$ cat config.mk
export PLATFORM = sky130hd
export DESIGN_NAME = inst_encoder
export DESIGN_NICKNAME = d
export VERILOG_FILES = /design/src/rtl/inst_encoder.sv
export SDC_FILE = /design/constraint.sdc
export NUM_CORES = 1
export LEC_CHECK = 0
export CORE_MARGIN = 10
export CORE_UTILIZATION = 47
export CTS_CLUSTER_DIAMETER = 150
export DETAILED_ROUTE_END_ITERATION = 12
export MAX_ROUTING_LAYER = met4
export PLACE_DENSITY_LB_ADDON = 0.15
export RECOVER_POWER = 50
export SLEW_MARGIN = 20
export SYNTH_ARGS = -nofsm -noshare
export SYNTH_HDL_FRONTEND = slang
export SYNTH_SLANG_ARGS = --single-unit
$ cat constraint.sdc
create_clock -name clk -period 3.05 [get_ports clk]
set_clock_uncertainty 0.15 [all_clocks]
set_input_delay 0.61 -clock clk [delete_from_list [all_inputs] [get_ports clk]]
set_output_delay 0.61 -clock clk [all_outputs]
set_load 0.05 [all_outputs]
$ cat src/rtl/inst_encoder.sv
// Packs field-level RV32I instruction descriptors into machine words and streams
// them to consecutive IMEM byte addresses; unencodable descriptors become a NOP and set err.
module inst_encoder #(
    parameter int ADDR_W = 12,
    parameter int LEN_W  = 10
) (
    input  logic              clk,
    input  logic              rst,
    input  logic              start,
    input  logic [ADDR_W-1:0] base,
    input  logic [LEN_W-1:0]  len,
    input  logic              in_valid,
    output logic              in_ready,
    input  logic [3:0]        in_op,
    input  logic [4:0]        in_rd,
    input  logic [4:0]        in_rs1,
    input  logic [4:0]        in_rs2,
    input  logic [2:0]        in_funct3,
    input  logic              in_alt,
    input  logic [31:0]       in_imm,
    output logic              im_we,
    output logic [ADDR_W-1:0] im_addr,
    output logic [31:0]       im_wdata,
    output logic              busy,
    output logic              done,
    output logic              err,
    output logic [LEN_W-1:0]  count
);

    typedef enum logic {IDLE, LOAD} state_t;

    localparam logic [3:0] OP_LUI    = 4'd0;
    localparam logic [3:0] OP_AUIPC  = 4'd1;
    localparam logic [3:0] OP_JAL    = 4'd2;
    localparam logic [3:0] OP_JALR   = 4'd3;
    localparam logic [3:0] OP_BRANCH = 4'd4;
    localparam logic [3:0] OP_LOAD   = 4'd5;
    localparam logic [3:0] OP_STORE  = 4'd6;
    localparam logic [3:0] OP_ALI    = 4'd7;
    localparam logic [3:0] OP_ALR    = 4'd8;
    localparam logic [31:0] NOP      = 32'h0000_0013;

    state_t              state_q, state_d;
    logic [ADDR_W-1:0]   addr_q, addr_d;
    logic [LEN_W-1:0]    rem_q, rem_d;
    logic [LEN_W-1:0]    count_q, count_d;
    logic                err_q, err_d;
    logic                done_q, done_d;
    logic                we_q, we_d;
    logic [ADDR_W-1:0]   im_addr_q, im_addr_d;
    logic [31:0]         wdata_q, wdata_d;

    // Immediate range checks: sign-extension bits must all agree.
    logic imm_i12, imm_b13, imm_j21, shamt_ok;
    assign imm_i12  = (in_imm[31:11] == '0) || (in_imm[31:11] == '1);
    assign imm_b13  = ((in_imm[31:12] == '0) || (in_imm[31:12] == '1)) && !in_imm[0];
    assign imm_j21  = ((in_imm[31:20] == '0) || (in_imm[31:20] == '1)) && !in_imm[0];
    assign shamt_ok = (in_imm[31:5] == '0);

    logic [6:0]  funct7;
    logic [31:0] enc_raw, enc_word;
    logic        enc_bad;
    assign funct7 = {1'b0, in_alt, 5'b0_0000};

    always_comb begin
        // NOTE: every variable gets a default first so no path leaves it unassigned (no latch).
        enc_raw = NOP;
        enc_bad = 1'b0;
        case (in_op)
            OP_LUI: begin
                enc_bad = (in_imm[11:0] != '0);
                enc_raw = {in_imm[31:12], in_rd, 7'h37};
            end
            OP_AUIPC: begin
                enc_bad = (in_imm[11:0] != '0);
                enc_raw = {in_imm[31:12], in_rd, 7'h17};
            end
            OP_JAL: begin
                enc_bad = !imm_j21;
                enc_raw = {in_imm[20], in_imm[10:1], in_imm[11], in_imm[19:12], in_rd, 7'h6F};
            end
            OP_JALR: begin
                enc_bad = !imm_i12;
                enc_raw = {in_imm[11:0], in_rs1, 3'b000, in_rd, 7'h67};
            end
            OP_BRANCH: begin
                enc_bad = !imm_b13 || (in_funct3 == 3'd2) || (in_funct3 == 3'd3);
                enc_raw = {in_imm[12], in_imm[10:5], in_rs2, in_rs1, in_funct3,
                           in_imm[4:1], in_imm[11], 7'h63};
            end
            OP_LOAD: begin
                enc_bad = !imm_i12 || (in_funct3 == 3'd3) || (in_funct3 >= 3'd6);
                enc_raw = {in_imm[11:0], in_rs1, in_funct3, in_rd, 7'h03};
            end
            OP_STORE: begin
                enc_bad = !imm_i12 || (in_funct3 >= 3'd3);
                enc_raw = {in_imm[11:5], in_rs2, in_rs1, in_funct3, in_imm[4:0], 7'h23};
            end
            OP_ALI: begin
                if (in_funct3 == 3'd1) begin
                    enc_bad = !shamt_ok;
                    enc_raw = {7'h00, in_imm[4:0], in_rs1, in_funct3, in_rd, 7'h13};
                end else if (in_funct3 == 3'd5) begin
                    enc_bad = !shamt_ok;
                    enc_raw = {funct7, in_imm[4:0], in_rs1, in_funct3, in_rd, 7'h13};
                end else begin
                    enc_bad = !imm_i12;
                    enc_raw = {in_imm[11:0], in_rs1, in_funct3, in_rd, 7'h13};
                end
            end
            OP_ALR: begin
                enc_raw = {funct7, in_rs2, in_rs1, in_funct3, in_rd, 7'h33};
            end
            default: enc_bad = 1'b1;
        endcase
        enc_word = enc_bad ? NOP : enc_raw;
    end

    always_comb begin
        state_d   = state_q;
        addr_d    = addr_q;
        rem_d     = rem_q;
        count_d   = count_q;
        err_d     = err_q;
        done_d    = 1'b0;
        we_d      = 1'b0;
        im_addr_d = im_addr_q;
        wdata_d   = wdata_q;
        case (state_q)
            IDLE: begin
                if (start) begin
                    addr_d  = {base[ADDR_W-1:2], 2'b00};
                    rem_d   = len;
                    count_d = '0;
                    err_d   = 1'b0;
                    if (len == '0) done_d = 1'b1;
                    else           state_d = LOAD;
                end
            end
            LOAD: begin
                if (in_valid) begin
                    we_d      = 1'b1;
                    im_addr_d = addr_q;
                    wdata_d   = enc_word;
                    addr_d    = addr_q + ADDR_W'(4);
                    count_d   = count_q + LEN_W'(1);
                    rem_d     = rem_q - LEN_W'(1);
                    if (enc_bad) err_d = 1'b1;
                    if (rem_q == LEN_W'(1)) begin
                        state_d = IDLE;
                        done_d  = 1'b1;
                    end
                end
            end
            default: state_d = IDLE;
        endcase
    end

    always_ff @(posedge clk) begin
        // NOTE: non-blocking assignments so every register samples pre-edge values.
        if (rst) begin
            state_q   <= IDLE;
            addr_q    <= '0;
            rem_q     <= '0;
            count_q   <= '0;
            err_q     <= 1'b0;
            done_q    <= 1'b0;
            we_q      <= 1'b0;
            im_addr_q <= '0;
            wdata_q   <= '0;
        end else begin
            state_q   <= state_d;
            addr_q    <= addr_d;
            rem_q     <= rem_d;
            count_q   <= count_d;
            err_q     <= err_d;
            done_q    <= done_d;
            we_q      <= we_d;
            im_addr_q <= im_addr_d;
            wdata_q   <= wdata_d;
        end
    end

    assign in_ready = (state_q == LOAD);
    assign busy     = (state_q == LOAD);
    assign im_we    = we_q;
    assign im_addr  = im_addr_q;
    assign im_wdata = wdata_q;
    assign done     = done_q;
    assign err      = err_q;
    assign count    = count_q;

endmodule

* Word-level counts from Yosys, hierarchy flattened
Cells that the tools add are included.
** Cells by class
- $add $sub $neg :: 3
- $lt $le $gt $ge :: 2
- Equality and inequality tests :: 19
- Muxes and demuxes :: 31
- Bitwise gates (word level) :: 1
- Reductions and logical operators :: 27
** Operators with widths (number)
- 32-bit case mux with 9 select lines :: 1
- 32-bit two-way mux :: 3
- 10-bit two-way mux :: 4
- 10-bit case mux with 2 select lines :: 2
- 27-bit zero test :: 1
- 12-bit two-way mux :: 2
- 12-bit case mux with 2 select lines :: 1
- 21-bit equality test, second input constant :: 1
- 21-bit zero test :: 1
- 20-bit equality test, second input constant :: 1
- 20-bit zero test :: 1
- 4-bit by 3-bit equality test with 1-bit output, second input constant :: 4
- 1-bit two-way mux :: 14
- 12-bit by 3-bit adder with 12-bit output, second input constant :: 1
- 12-bit equality test, second input constant :: 1
- 12-bit zero test :: 1
- 12-bit nonzero test :: 1
- 10-bit by 1-bit adder with 10-bit output, second input constant :: 1
- 10-bit by 1-bit equality test with 1-bit output, second input constant :: 1
- 10-bit zero test :: 1
- 10-bit by 1-bit subtractor with 10-bit output, second input constant :: 1
- 4-bit by 2-bit equality test with 1-bit output, second input constant :: 2
- 1-bit logical OR :: 8
- 1-bit case mux with 8 select lines :: 1
- 17 further kinds :: 28
** Storage, ports and cells
- Register bits after elaboration :: 80
- Input port bits :: 81
- Output and inout port bits :: 59
- Word-level logic and storage cells :: 92

* Longest topological paths before layout
- Word-level depth :: 10
- Depth in mapped cells :: 8
- Mapped depth without buffers :: 7

* Worst setup path before layout
OpenSTA, ideal clock, no wires.
- Kind :: input to register
- From :: in in_op[3]
- To :: reg err_q, in the netlist err
- Library setup time :: 0.130 ns
- Arrival :: 2.179 ns
- Data required time :: 2.770 ns
- Path slack :: 0.591 ns
- Stages on the path :: 7
- Buffers on the path :: 1
- Cells stage by stage :: or4_1 > nor4_2 > a221oi_1 > a2111oi_4 > buf_4 > a41o_1 > a21oi_1
** Between the ends
- Cells in the longest elaborated chain, start to end :: 5
- Elaborated cells between the ends (all ways) :: 13
- Those cells by class :: eq/ne (9); mux (1); reduce/logical (3)
** Ends and longest elaborated chain
- start: declaration :: RTL line 14 : input logic [3:0] in_op,
- 4-bit by 1-bit equality test with 1-bit output / 4-bit zero test (equally long branches) :: RTL line 69 : case (in_op)
- 2-bit OR reduction (no source line)
- 1-bit case mux with 8 select lines * :: RTL line 69
- 2-bit by 1-bit inequality test with 1-bit output (no source line) *
- 3-bit AND reduction (no source line) *
- end signal: assignment :: RTL line 176 : err_q <= err_d;
- end: declaration :: RTL line 47 : logic err_q, err_d;
Mark *: on every way between the ends. The rest lies on a longest branch, timed or not.
A chain may end at the register's enable or synchronous reset.

* Final worst setup path
- From :: in in_op[3]
- To :: reg wdata_q[19], in the netlist im_wdata[19]
** Between the ends
- Cells in the longest elaborated chain, start to end :: 4
- Elaborated cells between the ends (all ways) :: 13
- Those cells by class :: eq/ne (8); mux (3); reduce/logical (2)
** Ends and longest elaborated chain
- 4-bit by 1-bit equality test with 1-bit output / 4-bit zero test (equally long branches) :: RTL line 69
- 2-bit OR reduction (no source line)
- 1-bit case mux with 8 select lines :: RTL line 69
- 32-bit two-way mux * :: RTL line 116 : enc_word = enc_bad ? NOP : enc_raw;
- end signal: assignment :: RTL line 180 : wdata_q <= wdata_d;
- end: declaration :: RTL line 51 : logic [31:0] wdata_q, wdata_d;
Marked as above.

==> out/summary.txt <==
Max-cap viol count - 0
Minimum clock period - 2.76 ns
DPL Wire Length - 11000 um
Tcrit/Tclk final - 90.4%
Synth Cell Area - 4280 um2
Cts hold-fix bufs - 0
Fin nets - 799
CTS buffer count - 9
Diodes inserted - 0
Maximum VDD drop - 0.191 mV
Core box area - 8810 um2
Pin count of the biggest net entering global routing - 39
H-tree depth - 3
FF+latch count, synth - 75
Clk slew on worst S/H paths - 0.08 ns
Routed Antenna Nets - 0
Max Fclk - 0.363 GHz
Hold path depth - 2
Initial Utilization - 48.6%
GR Overflow Total - 0
Path type of the worst setup path - primary input to register
Worst reg2reg setup slack - 0.59 ns
Power Dens Cells - 390 nW/um2
First DRT Iteration DRCs - 225
Number of synthesized flops with an enable pin - 0
DR WL/cell - 17.2 um
Synth Instances - 575
Chip Width - 115 um
Crit path required time - 3.18 ns
Vias - 4845
Leading cell type in the layout, fill and taps excluded - clkdlybuf4s50_1
Reg-to-Reg Start - busy
Clock power frac - 30.8%
Fin. max-slew vios - 0
WL final - 14200 um
Hold Crit Class - register to register
Final setup viols - 0
Hold Path End - im_wdata[9]
Sequential Power Share - 44.7%
Worst slack at placement - -0.0303 ns
CTS resizes - 0
Area Growth Syn to Fin - 41.0%
Clock root buffer master - clkbuf_8
Worst slew pin tran - 0.957 ns
Max clock buf depth - 2
Fin. Hold Viols - 0
Clock Sinks - 75
Remaining DRCs - 0
Die area - 13300 um2
R2R depth - 7
Dominant synthesized flop cell - dfxtp_1
Element type at the critical path end - register
Seq/Total Area, Yosys - 35.1%
Fillers - 745
Part of the power in combinational logic - 24.5%
Lkg Pwr - 0.00222 uW
Int Power - 1580 uW
Worst EP arrival - 2.89 ns
Number of port buffers - 135
Avg Inst Size Synth - 7.44 um2
Post-CTS Setup Bufs - 0
Via/cell ratio - 5.86
First-pass GRT wire length - 22900 um
Hold path start - im_wdata[9]
Vias in the first global route - 4842
Crit start category - primary input
Global router's overall resource usage - 21.5%
R2R Path End - im_wdata[28]
Sw Pwr - 775 uW
Hold slack - 0.295 ns
Final Total Pwr - 2350 uW
DRT Pass-1 Iters - 5
Initial antenna violation count - 0
Top Ports - 140
FP Rows - 34
Rel. slew slack - 36.2%
Worst-path maximum fanout - 9
Library cells used by synthesis - 62
Die H - 115 um
Finished Core Util - 68.5%
Ys async rst share - 0%
Outcome - finished, final reports clean
Most frequent cells in the layout - clkdlybuf4s50_1, nand2_1, dfxtp_1
RSZ-0062 raised after global routing - no
Routability-driven placement congestion ratio - 0.964
Final WS setup - 0.292 ns
Worst-Skew Late Latency - 0.36 ns
YS warnings - 0
Sw Ratio - 32.9%
Share of cells above drive strength 1 - 8.34%
TritonCTS clock tree - done
==> critical path: stages <==
cell	delay [ns]
clkdlybuf4s50_1	0.43
or4_1	0.55
nor4_2	0.17
a221oi_1	0.19
a2111oi_4	0.44
buf_4	0.24
nand3_1	0.09
o21ai_1	0.16
==> cells by family after synthesis <==
logic type | after synthesis | synth area share, %
buf+inv | 53 | 5.21
simple gates | 258 | 29.6
xor+xnor | 10 | 2.05
other cells | 1 | 0.0877
fa+ha+maj | 4 | 1.17
mux | 7 | 1.67
compound gates | 167 | 25.1
flops | 75 | 35.1
==> power by group through the flow <==
stage                     logic, uW  clock network, uW  registers [uW]
after global placement          566                  0            1070
after floorplan                 283                  0            1110
after CTS                       578                738            1050
final                           576                725            1050
after global routing            626                769            1060
after detailed placement        575                  0            1070
==> layout make-up <==
cell class	count	area [um2]	area share, %
Inverter	9	33.8	0.560
Clock inverter	7	57.6	0.954
Timing Repair Buffer	171	1620	26.8
Tap cell	108	135	2.24
Multi-Input combinational cell	448	2560	42.5
Sequential cell	75	1500	24.9
Clock buffer	9	124	2.05
==> metrics by stage <==
stage	instances	TNS, ns	area, um2
finish	827	0	6030
global route	827	0	6030
CTS	827	0	6040
detailed placement	811	-0.117	5860
global placement	811	-0.0161	5860
floorplan	576	0	4280
==> registers in the layout (all words and copies together) (netlist names), 10 cells and up <==
name	cells
im_addr	10
im_wdata	31
rem_q	10
count	10
addr_q	10
==> Yosys cell counts (all sizes together) (9+ instances only) <==
cell    number  area, um2
nand2       85        319
o21ai       56        280
a211oi       9       67.6
a22oi       10       75.1
buf         13       72.6
inv          9       33.8
clkbuf      31        116
nor2        52        195
nand3       18       95.1
dfxtp       75       1500
nor4        10       68.8
nand4       28        175
nor2b       17        106
a21oi       48        240
nor3        13       65.1
==> metal layers <==
metal	vias up	GRT usage, %	wire length, um
met5	-	-	0
li1	2370	-	-
met1	2279	25.5	6270
met3	18	3.75	780
met2	178	36.1	6950
met4	0	7.09	206
==> worst max-delay path by stage <==
| stage | startpoint | to | slack, ns | cells after the start |
|---|---|---|---|---|
| floorplan | in_op[3] | err | 0.59 | 7 |
| detailed placement | in_imm[10] | im_wdata[19] | -0.03 | 8 |
| global placement | in_imm[10] | im_wdata[29] | -0.007 | 8 |
| finish | in_op[3] | im_wdata[19] | 0.29 | 8 |
| global route | in_valid | im_wdata[5] | 0.11 | 7 |
| CTS | in_imm[10] | im_wdata[19] | 0.34 | 8 |
Power figures use the tool's default switching activity.
